$ cat src/rtl/data_cache.sv
// Direct-mapped, write-back, write-allocate data cache: 8 blocks of 4 bytes.
// CPU hits are served from IDLE with no stall. A miss evicts a dirty victim
// (WRITEBACK) and then fills the block (FETCH). The request is then replayed
// in IDLE as a hit.
`timescale 1ns/1ps

module data_cache (
    input  logic        clk_i,
    input  logic        rst_ni,
    input  logic        read_i,
    input  logic        write_i,
    input  logic [7:0]  address_i,
    input  logic [7:0]  writedata_i,
    output logic [7:0]  readdata_o,
    output logic        busywait_o,
    output logic        mem_read_o,
    output logic        mem_write_o,
    output logic [5:0]  mem_address_o,
    output logic [31:0] mem_writedata_o,
    input  logic [31:0] mem_readdata_i,
    input  logic        mem_busywait_i
);

    typedef enum logic [1:0] {StIdle, StWriteback, StFetch} state_e;

    state_e      state_q;
    logic [7:0]  valid_q;
    logic [7:0]  dirty_q;
    logic [2:0]  tag_q  [8];
    logic [31:0] data_q [8];

    logic        mem_read_q;
    logic        mem_write_q;
    logic [5:0]  mem_address_q;
    logic [31:0] mem_writedata_q;

    logic [2:0]  addr_tag;
    logic [2:0]  addr_idx;
    logic [1:0]  addr_off;
    logic        req;
    logic        hit;
    logic        fill_done;
    logic [31:0] cur_block;

    assign addr_tag  = address_i[7:5];
    assign addr_idx  = address_i[4:2];
    assign addr_off  = address_i[1:0];
    assign req       = read_i | write_i;
    // Invalid entries never hit, so the uninitialised tag array is harmless.
    assign hit       = valid_q[addr_idx] && (tag_q[addr_idx] == addr_tag);
    assign fill_done = (state_q == StFetch) && !mem_busywait_i;
    assign cur_block = data_q[addr_idx];

    assign readdata_o      = cur_block[{addr_off, 3'b000} +: 8];
    assign busywait_o      = (state_q != StIdle) || (req && !hit);
    assign mem_read_o      = mem_read_q;
    assign mem_write_o     = mem_write_q;
    assign mem_address_o   = mem_address_q;
    assign mem_writedata_o = mem_writedata_q;

    // Controller: state, valid/dirty bits and registered memory-side outputs.
    always_ff @(posedge clk_i or negedge rst_ni) begin
        if (!rst_ni) begin
            state_q         <= StIdle;
            valid_q         <= '0;
            dirty_q         <= '0;
            mem_read_q      <= 1'b0;
            mem_write_q     <= 1'b0;
            mem_address_q   <= '0;
            mem_writedata_q <= '0;
        end else begin
            case (state_q)
                StIdle: begin
                    if (req) begin
                        if (hit) begin
                            // Write takes priority when both READ and WRITE are high.
                            if (write_i) begin
                                dirty_q[addr_idx] <= 1'b1;
                            end
                        end else if (valid_q[addr_idx] && dirty_q[addr_idx]) begin
                            state_q         <= StWriteback;
                            mem_write_q     <= 1'b1;
                            mem_address_q   <= {tag_q[addr_idx], addr_idx};
                            mem_writedata_q <= data_q[addr_idx];
                        end else begin
                            state_q       <= StFetch;
                            mem_read_q    <= 1'b1;
                            mem_address_q <= address_i[7:2];
                        end
                    end
                end
                StWriteback: begin
                    if (!mem_busywait_i) begin
                        state_q       <= StFetch;
                        mem_write_q   <= 1'b0;
                        mem_read_q    <= 1'b1;
                        mem_address_q <= address_i[7:2];
                    end
                end
                StFetch: begin
                    if (!mem_busywait_i) begin
                        state_q           <= StIdle;
                        mem_read_q        <= 1'b0;
                        valid_q[addr_idx] <= 1'b1;
                        dirty_q[addr_idx] <= 1'b0;
                    end
                end
                default: begin
                    state_q     <= StIdle;
                    mem_read_q  <= 1'b0;
                    mem_write_q <= 1'b0;
                end
            endcase
        end
    end

    // Tag/data arrays: byte merge on a write hit, whole-block load on fill.
    always_ff @(posedge clk_i) begin
        if ((state_q == StIdle) && write_i && hit) begin
            data_q[addr_idx][{addr_off, 3'b000} +: 8] <= writedata_i;
        end else if (fill_done) begin
            data_q[addr_idx] <= mem_readdata_i;
            tag_q[addr_idx]  <= addr_tag;
        end
    end

endmodule
$ cat config.mk
export PLATFORM = sky130hd
export DESIGN_NAME = data_cache
export DESIGN_NICKNAME = d
export VERILOG_FILES = /design/src/rtl/data_cache.sv
export SDC_FILE = /design/constraint.sdc
export NUM_CORES = 1
export LEC_CHECK = 0
export BUFFER_PORTS_ARGS = -buffer_cell sky130_fd_sc_hd__buf_2
export CAP_MARGIN = 10
export CORE_MARGIN = 5
export CORE_UTILIZATION = 60
export DETAILED_ROUTE_END_ITERATION = 6
export GPL_ROUTABILITY_DRIVEN = 0
export GPL_TIMING_DRIVEN = 0
export PLACE_DENSITY = 0.9
export SLEW_MARGIN = 5
export SYNTH_ARGS = -nofsm -noshare
export SYNTH_HDL_FRONTEND = slang
export SYNTH_SLANG_ARGS = --single-unit
$ cat constraint.sdc
create_clock -name clk_i -period 3.95 [get_ports clk_i]
set_input_delay 0.1975 -clock clk_i [delete_from_list [all_inputs] [get_ports clk_i]]
set_output_delay 0.1975 -clock clk_i [all_outputs]
set_load 0.005 [all_outputs]
==> results of run 1 <==
[repair_timing]
action                     4_1_cts  5_1_grt
resized for setup                6       14
hold endpoints to repair        60        0
buffers inserted                 0        0
hold buffers                     2        0
setup endpoints to repair       20      113
[layout make-up]
| class | instances | area [um^2] |
|---|---|---|
| buffer | 45 | 244 |
| clock buffer | 49 | 990 |
| clock inverter | 13 | 82.6 |
| fill | 1361 | 6730 |
| inverter | 16 | 60.1 |
| multi-input combinational | 442 | 3880 |
| sequential | 338 | 9860 |
| tap | 313 | 392 |
| timing repair buffer | 105 | 541 |
[registers in the layout, indices dropped and copies added (netlist names), named ones only]
signal	cells
data_q	256
mem_write_o	1
mem_address_o	6
mem_writedata_o	32
mem_read_o	1
tag_q	24
valid_q	8
state_q	2
[power groups by stage]
stage          Clock [mW]  Sequential [mW]  Combinational [mW]
4_1_cts              3.12             4.34                1.24
3_3_place_gp            0             4.39                1.17
3_5_place_dp            0             4.40                1.22
6_report             3.15             4.34                1.28
2_1_floorplan           0             4.39               0.687
5_1_grt              3.27             4.36                1.34
[layer usage]
| layer | GRT usage | vias up |
|---|---|---|
| met4 | 0.165 | 2 |
| met3 | 0.117 | 255 |
| li1 | - | 3636 |
| met2 | 0.478 | 1098 |
| met1 | 0.416 | 4498 |
| met5 | 0 | - |
[cells in the mapped netlist (15+ instances only)]
library cell               instances  area [um^2]
sky130_fd_sc_hd__edfxtp_1        280         8410
sky130_fd_sc_hd__nor2_1           63          236
sky130_fd_sc_hd__dfrtp_1          58         1450
sky130_fd_sc_hd__mux2_2           45          507
sky130_fd_sc_hd__a22o_1           39          342
sky130_fd_sc_hd__a221oi_1         38          333
sky130_fd_sc_hd__nand2_1          35          131
sky130_fd_sc_hd__o21ai_0          27          135
sky130_fd_sc_hd__mux2_4           26          390
sky130_fd_sc_hd__clkbuf_1         25         93.8
sky130_fd_sc_hd__mux4_2           25          563
sky130_fd_sc_hd__a21oi_1          24          120
sky130_fd_sc_hd__mux2i_1          22          220
sky130_fd_sc_hd__a22oi_1          17          128
sky130_fd_sc_hd__inv_1            15         56.3
[worst paths after layout]
check                              from          endpoint  slack (ns)  cells past startpoint
max                         tag_q[4][2]      data_q[2][8]       -0.01                      7
min                        address_i[7]       tag_q[4][2]        0.02                      1
max reg2reg                 tag_q[4][2]      data_q[2][8]       -0.01                      7
min reg2reg                  valid_q[6]        valid_q[6]        0.47                      1
max in group asynchronous        rst_ni  mem_address_o[1]        3.10                      2
min in group asynchronous        rst_ni         async pin        0.32                      2
[cells by family after synthesis]
family          synth area share
flops                      0.704
compound gates            0.0969
simple gates              0.0451
mux                        0.126
buf+inv                   0.0214
fa+ha+maj                0.00447
xor+xnor                 0.00125
[per-stage QoR]
| step | cell area [um^2] | power (mW) |
|---|---|---|
| 2_1_floorplan | 14000 | 5.08 |
| 3_3_place_gp | 14900 | 5.55 |
| 3_5_place_dp | 14900 | 5.62 |
| 4_1_cts | 16000 | 8.70 |
| 5_1_grt | 16000 | 8.97 |
| 6_report | 16000 | 8.77 |
[worst max-delay path: stages (launching register included)]
cell and delay (ns):
sky130_fd_sc_hd__edfxtp_1 0.38, sky130_fd_sc_hd__mux2_2 0.29, sky130_fd_sc_hd__a221o_1 0.31, sky130_fd_sc_hd__a222oi_1 0.42
sky130_fd_sc_hd__xnor2_1 0.29, sky130_fd_sc_hd__nor4_4 0.63, sky130_fd_sc_hd__a21oi_1 0.33, sky130_fd_sc_hd__nor2_1 0.93
==> impl_metrics.xml, run 1 <==
<?xml version="1.0" encoding="UTF-8"?>
<metrics>
  <group name="cells_and_area">
    <metric name="final_layout_size_suffix_gt1_frac" unit="">0.298</metric>
    <metric name="diodes_inserted" unit="">0</metric>
    <metric name="stdcell_count" unit="">1321</metric>
    <metric name="leading_cell_types_in_the_layout_fill_and_taps_excluded" unit="">280 x sky130_fd_sc_hd__edfxtp_1, 108 x sky130_fd_sc_hd__buf_2, 58 x sky130_fd_sc_hd__dfrtp_1, 52 x sky130_fd_sc_hd__nor2_1, 45 x sky130_fd_sc_hd__mux2_2</metric>
    <metric name="design.final.nets" unit="">1040</metric>
    <metric name="layout-area-overhead-vs-synth" unit="%">14.7</metric>
    <metric name="final_common_cell" unit="">sky130_fd_sc_hd__edfxtp_1</metric>
    <metric name="final_core_utilization" unit="">0.705</metric>
  </group>
  <group name="job">
    <metric name="timing.max_cap.violations" unit="">0</metric>
  </group>
  <group name="logic_synthesis">
    <metric name="synth_sequential_area_ratio" unit="">0.704</metric>
    <metric name="postSynthCellCount" unit="">842</metric>
    <metric name="ys.flop_type" unit="">sky130_fd_sc_hd__edfxtp_1</metric>
    <metric name="mappedNetlistNets" unit="">900</metric>
    <metric name="syn_avg_cell_area" unit="um^2">16.6</metric>
    <metric name="synth_warnings" unit="">0</metric>
    <metric name="ys_ff_latch" unit="">338</metric>
    <metric name="synth_cell_types" unit="">53</metric>
    <metric name="synth-async-reset-ratio" unit="">0.172</metric>
    <metric name="syn-cell-area" unit="um^2">14000</metric>
    <metric name="synth_enable_flop_cells" unit="">280</metric>
  </group>
  <group name="power_and_ir_drop">
    <metric name="vdd_drop_max" unit="mV">0.345</metric>
    <metric name="sw_frac_of_total" unit="">0.258</metric>
    <metric name="power_switching" unit="mW">2.27</metric>
    <metric name="power_frac_comb" unit="">0.145</metric>
    <metric name="pwr-share-seq" unit="">0.495</metric>
    <metric name="intPower" unit="mW">6.50</metric>
    <metric name="power.clock.fraction" unit="">0.360</metric>
    <metric name="cellPowerDensity" unit="nW/um^2">546</metric>
    <metric name="p_leak" unit="nW">5.95</metric>
  </group>
  <group name="setup_path">
    <metric name="startpoint_type" unit="">register</metric>
    <metric name="critical_path.endpoint_type" unit="">register</metric>
    <metric name="critPathMaxFanout" unit="">8</metric>
    <metric name="critPathArrivalTime" unit="ns">4.12</metric>
    <metric name="critPathKind" unit="">register to register</metric>
    <metric name="timing.critical_path.required" unit="ns">4.11</metric>
  </group>
  <group name="drt">
    <metric name="detail_route.wl_per_cell" unit="um">32.4</metric>
    <metric name="met3_wirelength" unit="um">7150</metric>
    <metric name="wl_met2" unit="um">19000</metric>
    <metric name="viasPerCell" unit="">7.18</metric>
    <metric name="met1_length" unit="um">13800</metric>
    <metric name="drt_pass1_iterations" unit="">6</metric>
    <metric name="remaining_drc_errors" unit="">0</metric>
    <metric name="drt_first_iter_violations" unit="">1746</metric>
    <metric name="finalWirelength" unit="um">42800</metric>
    <metric name="route.antenna.remaining_nets" unit="">0</metric>
    <metric name="num_vias" unit="">9489</metric>
    <metric name="top_layer" unit="">met5</metric>
  </group>
  <group name="clock_tree">
    <metric name="clock_latency_on_the_worst_skew_pair" unit="ns">0.55</metric>
    <metric name="cts.path.max_buffers" unit="">3</metric>
    <metric name="tritoncts" unit="">built</metric>
    <metric name="cts_htree_levels" unit="">2</metric>
    <metric name="cts-root-buf" unit="">sky130_fd_sc_hd__clkbuf_16</metric>
    <metric name="clock_sink_count" unit="">338</metric>
    <metric name="worst_setup_hold_path_clk_slew" unit="ns">0.06</metric>
    <metric name="cts_made_buffers" unit="">34</metric>
  </group>
  <group name="die">
    <metric name="fp.dieW" unit="um">163</metric>
    <metric name="die_area" unit="um^2">26500</metric>
    <metric name="io_pins" unit="">102</metric>
    <metric name="rows" unit="">55</metric>
    <metric name="coreArea" unit="um^2">22800</metric>
    <metric name="floorplan.die.height" unit="um">163</metric>
    <metric name="start_util" unit="">0.615</metric>
  </group>
  <group name="timing">
    <metric name="layout_min_cycle_time" unit="ns">3.96</metric>
    <metric name="max_freq" unit="MHz">252</metric>
    <metric name="setup_violations" unit="">8</metric>
    <metric name="final.period_utilization" unit="">1.00</metric>
    <metric name="tns" unit="ns">-0.0527</metric>
    <metric name="worst_slew_pin_slew" unit="ns">1.29</metric>
    <metric name="least_setup_slack_across_all_paths_after_layout" unit="ns">-0.0132</metric>
    <metric name="report.final.hold_viol_count" unit="">0</metric>
    <metric name="drv_slew" unit="">0</metric>
    <metric name="slew_headroom" unit="">0.136</metric>
    <metric name="fin_hold_ws" unit="ns">0.0188</metric>
    <metric name="clock_skew" unit="ns">0.0225</metric>
    <metric name="rsz0062_at_grt" unit="">yes</metric>
  </group>
  <group name="place">
    <metric name="dp_cells" unit="">1256</metric>
    <metric name="dpl.hpwl" unit="um">27400</metric>
    <metric name="port_buffers" unit="">100</metric>
    <metric name="pre_cts_ws" unit="ns">-0.542</metric>
  </group>
  <group name="global_route">
    <metric name="overflow" unit="">0</metric>
    <metric name="grt_antenna_before_repair" unit="">1</metric>
    <metric name="first_pass_grt_wire_length" unit="um">61200</metric>
    <metric name="grt_max_degree" unit="">59</metric>
    <metric name="grt_usage" unit="">0.320</metric>
    <metric name="first_global_vias" unit="">9372</metric>
  </group>
  <group name="worst_hold_path">
    <metric name="min-delay-path-class" unit="">input pin to register</metric>
  </group>
  <group name="run_status">
    <metric name="run_status" unit="">finished with violations</metric>
    <metric name="violated_checks" unit="">negative setup slack</metric>
  </group>
</metrics>
Power figures use the tool's default switching activity.
==> inputs of run 2 (changes only) <==
--- a/config.mk
+++ b/config.mk
@@ -5,6 +5,7 @@
 export SDC_FILE = /design/constraint.sdc
 export NUM_CORES = 1
 export LEC_CHECK = 0
+export ABC_AREA = 1
 export BUFFER_PORTS_ARGS = -buffer_cell sky130_fd_sc_hd__buf_2
 export CAP_MARGIN = 10
 export CORE_MARGIN = 5
==> constraint.sdc (replaced) <==
create_clock -name clk_i -period 4.4 [get_ports clk_i]
set_input_delay 0.22 -clock clk_i [delete_from_list [all_inputs] [get_ports clk_i]]
set_output_delay 0.22 -clock clk_i [all_outputs]
set_load 0.005 [all_outputs]
==> run 2 against run 1 <==
Via count rose by 16%. Largest cell class unchanged. Power decreased by 6.4%. Clock-buffer cell count fell by 11. Cell count up 32%. The flow now finishes without violations. Synthesized cell count increased by 50%. Clock skew shrank 0.0068 ns. Worst hold slack better by 0.064 ns. First-iteration DRC count increased by 15%. Routed wire length is 2.7% lower.
==> impl_metrics.xml, run 2 <==
<?xml version="1.0" encoding="UTF-8"?>
<metrics>
  <group name="drt">
    <metric name="wl_met2" unit="um">18500</metric>
    <metric name="viasPerCell" unit="">6.29</metric>
    <metric name="finalWirelength" unit="um">41600</metric>
    <metric name="remaining_drc_errors" unit="">0</metric>
    <metric name="drt_pass1_iterations" unit="">7</metric>
    <metric name="met3_wirelength" unit="um">6610</metric>
    <metric name="num_vias" unit="">11000</metric>
    <metric name="route.antenna.remaining_nets" unit="">0</metric>
    <metric name="top_layer" unit="">met5</metric>
    <metric name="drt_first_iter_violations" unit="">2005</metric>
    <metric name="detail_route.wl_per_cell" unit="um">23.8</metric>
    <metric name="met1_length" unit="um">14300</metric>
  </group>
  <group name="logic_synthesis">
    <metric name="mappedNetlistNets" unit="">1318</metric>
    <metric name="yosys.area.top_type_share" unit="">0.592</metric>
    <metric name="synth_enable_flop_cells" unit="">280</metric>
    <metric name="yosys-top-cells-count" unit="">365 x sky130_fd_sc_hd__nand2_1, 280 x sky130_fd_sc_hd__edfxtp_1, 106 x sky130_fd_sc_hd__inv_1</metric>
    <metric name="ys_ff_latch" unit="">338</metric>
    <metric name="yosys.cell_count.top_type" unit="">sky130_fd_sc_hd__nand2_1</metric>
    <metric name="synth-async-reset-ratio" unit="">0.172</metric>
    <metric name="syn-cell-area" unit="um^2">14200</metric>
    <metric name="synth_sequential_area_ratio" unit="">0.695</metric>
    <metric name="postSynthCellCount" unit="">1260</metric>
    <metric name="yosys-top-cells-area" unit="">sky130_fd_sc_hd__edfxtp_1 59%, sky130_fd_sc_hd__dfrtp_1 10%, sky130_fd_sc_hd__nand2_1 9.7%</metric>
    <metric name="syn_avg_cell_area" unit="um^2">11.3</metric>
    <metric name="synth_cell_types" unit="">36</metric>
    <metric name="post-synth-top-area-cell" unit="">sky130_fd_sc_hd__edfxtp_1</metric>
    <metric name="ys.flop_type" unit="">sky130_fd_sc_hd__edfxtp_1</metric>
    <metric name="synth_warnings" unit="">0</metric>
  </group>
  <group name="die">
    <metric name="start_util" unit="">0.607</metric>
    <metric name="fp.dieW" unit="um">164</metric>
    <metric name="floorplan.die.height" unit="um">164</metric>
    <metric name="io_pins" unit="">102</metric>
    <metric name="coreArea" unit="um^2">23400</metric>
    <metric name="rows" unit="">56</metric>
    <metric name="die_area" unit="um^2">26800</metric>
  </group>
  <group name="cells_and_area">
    <metric name="layout.area.seq" unit="um^2">9860</metric>
    <metric name="largest-register" unit="">data_q</metric>
    <metric name="multiInputGateArea" unit="um^2">3620</metric>
    <metric name="final_common_cell" unit="">sky130_fd_sc_hd__nand2_1</metric>
    <metric name="final_layout_size_suffix_gt1_frac" unit="">0.160</metric>
    <metric name="design.final.nets" unit="">1462</metric>
    <metric name="leading_cell_types_in_the_layout_fill_and_taps_excluded" unit="">365 x sky130_fd_sc_hd__nand2_1, 280 x sky130_fd_sc_hd__edfxtp_1, 126 x sky130_fd_sc_hd__buf_2, 106 x sky130_fd_sc_hd__inv_1, 81 x sky130_fd_sc_hd__nor2_1</metric>
    <metric name="layout.cell_area.non_filler" unit="um^2">16200</metric>
    <metric name="largest_reg_flops" unit="">256</metric>
    <metric name="fillers" unit="">1554</metric>
    <metric name="layout-area-overhead-vs-synth" unit="%">14.4</metric>
  </group>
  <group name="global_route">
    <metric name="grt_max_degree" unit="">41</metric>
    <metric name="grt_usage" unit="">0.310</metric>
    <metric name="first_global_vias" unit="">10600</metric>
    <metric name="overflow" unit="">0</metric>
    <metric name="grt_antenna_before_repair" unit="">1</metric>
    <metric name="first_pass_grt_wire_length" unit="um">61400</metric>
  </group>
  <group name="clock_tree">
    <metric name="clock_latency_on_the_worst_skew_pair" unit="ns">0.52</metric>
    <metric name="clock_sink_count" unit="">338</metric>
    <metric name="cts.path.max_buffers" unit="">3</metric>
    <metric name="cts-hold-fix-buffers" unit="">2</metric>
    <metric name="tritoncts" unit="">built</metric>
    <metric name="post_cts.resized_instances" unit="">0</metric>
    <metric name="cts-root-buf" unit="">sky130_fd_sc_hd__clkbuf_16</metric>
    <metric name="cts_made_buffers" unit="">34</metric>
    <metric name="cts_htree_levels" unit="">2</metric>
    <metric name="worst_setup_hold_path_clk_slew" unit="ns">0.06</metric>
    <metric name="post-cts-setup-buffers" unit="">0</metric>
  </group>
  <group name="place">
    <metric name="port_buffers" unit="">101</metric>
    <metric name="placedInstanceArea" unit="um^2">15100</metric>
    <metric name="dpl.hpwl" unit="um">28200</metric>
  </group>
  <group name="setup_path">
    <metric name="critPathArrivalTime" unit="ns">3.67</metric>
    <metric name="timing.critical_path.required" unit="ns">4.54</metric>
    <metric name="critPathMaxFanout" unit="">12</metric>
    <metric name="startpoint_type" unit="">input pin</metric>
    <metric name="critPathKind" unit="">input pin to register</metric>
    <metric name="critical_path.endpoint_type" unit="">register</metric>
  </group>
  <group name="timing">
    <metric name="worst_slew_pin_slew" unit="ns">1.31</metric>
    <metric name="rsz0062_at_grt" unit="">no</metric>
    <metric name="clock_skew" unit="ns">0.0157</metric>
    <metric name="setup_violations" unit="">0</metric>
    <metric name="drv_slew" unit="">0</metric>
    <metric name="slew_headroom" unit="">0.119</metric>
    <metric name="max_freq" unit="MHz">283</metric>
    <metric name="layout_min_cycle_time" unit="ns">3.53</metric>
    <metric name="report.final.hold_viol_count" unit="">0</metric>
    <metric name="final.period_utilization" unit="">0.802</metric>
    <metric name="tns" unit="ns">0</metric>
  </group>
  <group name="power_and_ir_drop">
    <metric name="vdd_drop_max" unit="mV">0.285</metric>
    <metric name="p_leak" unit="nW">6.57</metric>
    <metric name="total_power" unit="mW">8.21</metric>
    <metric name="cellPowerDensity" unit="nW/um^2">506</metric>
  </group>
  <group name="worst_hold_path">
    <metric name="min-delay-path-class" unit="">input pin to register</metric>
  </group>
  <group name="job">
    <metric name="timing.max_cap.violations" unit="">0</metric>
  </group>
  <group name="run_status">
    <metric name="run_status" unit="">completed</metric>
  </group>
</metrics>
[run 2: cell types whose count changed after synthesis, sizes merged, moves of 33 or more]
cell and change:
nand2 +337, inv +94, mux2 -79, o21ai +66, nand3 +53, a22o -33
[run 2: metrics by stage]
stage / worst slack (ns) / std cells / utilization / hold slack (ns)
floorplan: 2.10 / 1260 / - / -0.0756
global placement: 0.699 / 1680 / 0.645 / 0.434
detailed placement: 0.541 / 1683 / 0.647 / 0.207
CTS: 1.11 / 1745 / 0.693 / 0.0709
global route: 0.870 / 1747 / 0.694 / 0.0809
finish: 0.869 / 1748 / 0.694 / 0.0823
[run 2: cell type report]
| cell class | count | area share |
|---|---|---|
| Antenna cell | 1 | 0.000154 |
| Buffer | 55 | 0.0182 |
| Clock buffer | 38 | 0.0533 |
| Clock inverter | 22 | 0.0115 |
| Inverter | 115 | 0.0266 |
| Multi-Input combinational cell | 752 | 0.223 |
| Sequential cell | 338 | 0.607 |
| Tap cell | 319 | 0.0246 |
| Timing Repair Buffer | 108 | 0.0351 |
[run 2: power breakdown]
part           total, mW  switching, mW  internal, mW
Combinational       1.39          0.969         0.424
Sequential          4.06          0.153          3.91
Clock               2.76           1.21          1.55
[run 2: logic make-up after synthesis]
family	count (synthesis)	synth area share
compound gates	184	0.0814
buf+inv	170	0.0512
flops	338	0.695
fa+ha+maj	5	0.00441
simple gates	563	0.168
[run 2: worst max-delay path, cell delays in order]
cell and delay, ns:
sky130_fd_sc_hd__buf_2 0.11, sky130_fd_sc_hd__clkbuf_1 0.48, sky130_fd_sc_hd__inv_1 0.14, sky130_fd_sc_hd__clkbuf_1 0.36
sky130_fd_sc_hd__ha_1 0.34, sky130_fd_sc_hd__clkbuf_1 0.23, sky130_fd_sc_hd__inv_1 0.17, sky130_fd_sc_hd__clkbuf_1 0.35
sky130_fd_sc_hd__nand3_1 0.19, sky130_fd_sc_hd__o21ai_0 1.06
[run 2: layer usage]
metal | up-vias | global-route usage
met4 | 2 | 0.122
met3 | 216 | 0.0893
li1 | 4632 | -
met2 | 1072 | 0.492
met5 | - | 0
met1 | 5071 | 0.410
[run 2: worst paths after layout]
check,from,endpoint,slack (ns),cells after the start
max,address_i[0],data_q[6][8],0.87,10
min,address_i[5],tag_q[0][0],0.08,1
max reg2reg,state_q[1],data_q[6][8],1.07,8
min reg2reg,valid_q[6],valid_q[6],0.46,2
max in group asynchronous,rst_ni,mem_writedata_o[12],3.62,3
min in group asynchronous,rst_ni,mem_address_o[4],0.21,2
